===== src/rtl/game_timer_ctrl.sv =====
// Run/pause/done controller for a BCD stopwatch. Start/clear come from the SoC PIO,
// a debounced push button, or USB keycodes; every output is registered.
module game_timer_ctrl #(
  parameter int          DEBOUNCE_CYCLES = 500000,
  parameter logic [7:0]  START_KEY       = 8'h28,
  parameter logic [7:0]  PAUSE_KEY       = 8'h2C,
  parameter logic [15:0] LIMIT_BCD       = 16'h9959
) (
  input  logic        clk,
  input  logic        reset,
  input  logic        start_sw,
  input  logic        reset_sw,
  input  logic        key_n,
  input  logic [7:0]  keycode,
  input  logic [15:0] time_bcd,
  output logic        sw_run,
  output logic        sw_reset,
  output logic [1:0]  state,
  output logic        done,
  output logic [7:0]  pause_count
);

  localparam int CW = $clog2(DEBOUNCE_CYCLES + 1);
  localparam logic [CW-1:0] DB_LAST = CW'(DEBOUNCE_CYCLES - 1);

  typedef enum logic [1:0] {
    IDLE    = 2'b00,
    RUNNING = 2'b01,
    PAUSED  = 2'b10,
    DONE    = 2'b11
  } state_t;

  logic          sync1_reg, sync2_reg;
  logic          db_level_reg;
  logic [CW-1:0] db_cnt_reg;
  logic          start_prev_reg, clr_prev_reg;
  logic [7:0]    kc_prev_reg;

  state_t        state_reg, state_next;
  logic          sw_run_reg, sw_run_next;
  logic          sw_reset_reg, sw_reset_next;
  logic          done_reg, done_next;
  logic [7:0]    pause_count_reg, pause_count_next;

  logic btn_evt, start_evt, clr_evt, key_start_evt, key_pause_evt;
  logic toggle, limit;

  always_ff @(posedge clk) begin
    if (reset) begin
      sync1_reg      <= 1'b1;
      sync2_reg      <= 1'b1;
      db_level_reg   <= 1'b1;
      db_cnt_reg     <= '0;
      start_prev_reg <= 1'b0;
      clr_prev_reg   <= 1'b0;
      kc_prev_reg    <= 8'h00;
    end else begin
      sync1_reg      <= key_n;
      sync2_reg      <= sync1_reg;
      start_prev_reg <= start_sw;
      clr_prev_reg   <= reset_sw;
      kc_prev_reg    <= keycode;
      // Any cycle where the synchronized input agrees with the debounced level restarts the count
      if (sync2_reg != db_level_reg) begin
        if (db_cnt_reg == DB_LAST) begin
          db_level_reg <= sync2_reg;
          db_cnt_reg   <= '0;
        end else begin
          db_cnt_reg <= db_cnt_reg + 1'b1;
        end
      end else begin
        db_cnt_reg <= '0;
      end
    end
  end

  // Press event fires in the same cycle the debounced level is about to fall
  assign btn_evt       = db_level_reg & ~sync2_reg & (db_cnt_reg == DB_LAST);
  assign start_evt     = start_sw & ~start_prev_reg;
  assign clr_evt       = reset_sw & ~clr_prev_reg;
  assign key_start_evt = (keycode == START_KEY) && (kc_prev_reg != keycode);
  assign key_pause_evt = (keycode == PAUSE_KEY) && (kc_prev_reg != keycode);
  assign toggle        = start_evt | btn_evt | key_start_evt;
  assign limit         = (state_reg == RUNNING) && (time_bcd == LIMIT_BCD);

  always_ff @(posedge clk) begin
    if (reset) begin
      state_reg       <= IDLE;
      sw_run_reg      <= 1'b0;
      sw_reset_reg    <= 1'b1;
      done_reg        <= 1'b0;
      pause_count_reg <= 8'h00;
    end else begin
      state_reg       <= state_next;
      sw_run_reg      <= sw_run_next;
      sw_reset_reg    <= sw_reset_next;
      done_reg        <= done_next;
      pause_count_reg <= pause_count_next;
    end
  end

  always_comb begin
    state_next = state_reg;
    if (clr_evt) begin
      state_next = IDLE;
    end else begin
      case (state_reg)
        IDLE:    if (toggle) state_next = RUNNING;
        RUNNING: begin
          if (limit)                        state_next = DONE;
          else if (toggle || key_pause_evt) state_next = PAUSED;
        end
        PAUSED:  if (toggle) state_next = RUNNING;
        default: state_next = state_reg;
      endcase
    end
  end

  // Registered outputs are computed from the next state so they move on the command edge
  always_comb begin
    sw_run_next      = (state_next == RUNNING);
    done_next        = (state_next == DONE);
    sw_reset_next    = clr_evt;
    pause_count_next = pause_count_reg;
    if (clr_evt) begin
      pause_count_next = 8'h00;
    end else if (state_reg == RUNNING && state_next == PAUSED && pause_count_reg != 8'hFF) begin
      pause_count_next = pause_count_reg + 8'h01;
    end
  end

  assign state       = state_reg;
  assign sw_run      = sw_run_reg;
  assign sw_reset    = sw_reset_reg;
  assign done        = done_reg;
  assign pause_count = pause_count_reg;

endmodule

===== config.mk =====
export PLATFORM = sky130hd
export DESIGN_NAME = game_timer_ctrl
export DESIGN_NICKNAME = d
export VERILOG_FILES = /design/src/rtl/game_timer_ctrl.sv
export SDC_FILE = /design/constraint.sdc
export NUM_CORES = 1
export LEC_CHECK = 0
export CORE_ASPECT_RATIO = 1.1
export CORE_MARGIN = 2
export CORE_UTILIZATION = 28
export DETAILED_ROUTE_END_ITERATION = 8
export DONT_BUFFER_PORTS = 1
export PLACE_DENSITY = 0.45
export SLEW_MARGIN = 15
export SYNTH_ARGS = -nofsm -noshare
export SYNTH_HDL_FRONTEND = slang
export SYNTH_SLANG_ARGS = --single-unit

===== constraint.sdc =====
create_clock -name clk -period 2.44 [get_ports clk]
set_input_delay 0.366 -clock clk [delete_from_list [all_inputs] [get_ports clk]]
set_output_delay 0.366 -clock clk [all_outputs]
set_load 0.02 [all_outputs]

==> flow_summary.ini <==
[global_route]
gr-usage-all-layers_pct = 10.6
grt_max_degree = 17
grt-ovfl-total = 0
grtUsageMet3_pct = 4.41
use_met1_pct = 12.9
antenna_found_initial = 0
grt_pass1_vias = 1466
grtUsageMet2_pct = 16.5
grt_pass1_wl_um = 6730
top_usage_layer = met2

[logic_synthesis]
synth_edf_count = 0
postSynthCellCount = 218
async_flop_share_pct = 0
yosysWarnings = 0
synth_top_cell_by_area = dfxtp_1
synth_ff_type = dfxtp_1
avgSynthCellArea_um2 = 9.38
synth_area_um2 = 2040
synth_top_area_share_pct = 44.1
yosysSeqAreaShare_pct = 44.1
syn-num-nets = 250
ys_ff_latch = 45
ys_top_cells_by_area = dfxtp_1, xnor2_1, nor2_1
yosysUniqueCellTypes = 46

[pwr]
power_density_nw_per_um2 = 568
power_leakage_nw = 0.754
irDropWorstVdd_v = 0.000264

[timing]
rsz0062_at_grt = false
worst_pin_slew_ns = 0.482
max_freq_mhz = 469
period_needed_ns = 2.13
setup_viol = 0
hold_viol_final = 0
fin_ws_ns = 0.307
max-slew-margin-rel_pct = 67.8
final.period_utilization_pct = 87.4
skew_ns = 0.00773
fin_tns_setup_ns = 0
finalMaxSlewViolations = 0

[finish]
largest_reg_flops = 19
layout-drive-gt1-share_pct = 11.9
area_growth_pct = 9.61
diodes = 0
fillCellCount = 751
seq_area_um2 = 901
multi_input_area_um2 = 1090
nets = 258

[status]
status = finished clean

[setup_path]
r2r_slack_ns = 0.31
r2r-end = pause_count[5]$_SDFFE_PP0P_
crit_path_start_kind = flop
startpoint = pause_count[1]$_SDFFE_PP0P_
timing.rr.start = pause_count[1]$_SDFFE_PP0P_
worstPathCellList = ha_1 -> and2_1 -> and3_2 -> nor4_4 -> o21ai_2 -> or4_1 -> a21oi_1
cp_slowest_cell = or4_1
crit_arrival_ns = 2.37
cp_data_required_time_ns = 2.68
crit_fanout = 13
crit_family = simple AND/OR/NAND/NOR gates
ff2ff_path_depth = 7
max_stage_delay_ns = 0.50
crit_path_end_kind = flop
cp-endpoint = pause_count[5]$_SDFFE_PP0P_
crit_buf_inv = 0
worst-path-stages = 7
critical_path_class = flop to flop

[job]
maxCapViolCount = 0

[clocking]
holdBufCountCts = 0
clk_pin_slew_ns = 0.08
cts_resized = 0
htree_num_levels = 2
clk_latency_ns = 0.30
cts_setup_buffers = 0
cts_tree = done
cts_root_buffer = clkbuf_8
clk_path_buf_depth = 2
clock_sinks = 45
numCtsBuffers = 5

[hold_path]
hp-start = reset
worstHoldPathType = input pin to flop

[floorplan]
die_x_um = 85.5
die_h_um = 93.6
io_pins = 42
rows = 32
start_util_pct = 29.0
die_area_um2 = 8000
core_area_um2 = 7050

[drt]
wire_per_inst_um = 12.7
vias = 1524
final_antenna_net_count = 0
drcViolationCount = 0
routed_wl_um = 3950
drt-vias-per-instance = 4.88
drt-initial-drc-count = 38
firstDrtPassIters = 4

[placed_design]
port_buffers = 0
place_ws_ns = 0.310
dp_hpwl_um = 2900
globalplace.congestion = 0.713
## how the worst min path moves through the flow
stage	slack [ns]	cells past startpoint	endpoint
floorplan	0.39	1	sync2_reg$_SDFF_PP1_
global placement	0.40	1	sync2_reg$_SDFF_PP1_
detailed placement	0.39	1	sync2_reg$_SDFF_PP1_
CTS	0.12	1	kc_prev_reg[1]$_SDFF_PP0_
global route	0.11	1	kc_prev_reg[4]$_SDFF_PP0_
finish	0.13	1	kc_prev_reg[2]$_SDFF_PP0_
## where the power goes
part	switching, mW	total, mW	internal [mW]
Combinational	0.0322	0.0671	0.0349
Clock	0.250	0.448	0.199
Sequential	0.00904	0.758	0.749
## layout make-up
class	count	share of cell area [%]
Clock buffer	6	3.24
Clock inverter	2	0.447
Inverter	6	1.01
Multi-Input combinational cell	163	48.7
Sequential cell	45	40.2
Tap cell	85	4.75
Timing Repair Buffer	5	1.68
## metrics by stage
| stage | hold WS [ns] | utilization (%) | std cells | cell area (um^2) | power, mW |
|---|---|---|---|---|---|
| global placement | 0.396 | 30.6 | 304 | 2160 | 0.844 |
| CTS | 0.116 | 31.8 | 312 | 2240 | 1.30 |
| detailed placement | 0.394 | 30.6 | 304 | 2160 | 0.843 |
| floorplan | 0.389 | - | 218 | 2040 | 0.831 |
| finish | 0.128 | 31.8 | 312 | 2240 | 1.27 |
| global route | 0.108 | 31.8 | 312 | 2240 | 1.33 |
## metal layers
layer / share of wire, % / up-vias
li1: - / 779
met1: 47 / 717
met2: 46 / 24
met3: 5.6 / 4
met4: 1.2 / 0
met5: 0 / -
## cell usage after synthesis (all sizes together) (5+ instances only)
cell type,number
o21ai,8
nand4,6
xor2,7
and3,5
xnor2,18
nor2b,10
nand3,12
inv,6
and2,5
nor2,27
a21oi,5
nand2,13
dfxtp,45
## kinds of logic (layout without fill, tap and decap cells)
group,Yosys count,count (layout),synth area share [%]
simple gates,107,107,31.1
flops,45,45,44.1
compound gates,28,28,9.73
xor+xnor,25,25,10.7
buf+inv,10,19,2.57
fa+ha+maj,3,3,1.84
## cells in the final DEF, fill, tap and decap left out, drive strengths merged, types with 7 or more instances in the layout
master   n
nor2    27
dfxtp   45
nand2   13
o21ai    8
xnor2   18
nand3   12
nor2b   10
xor2     7
(Power assumes the default switching activity.)
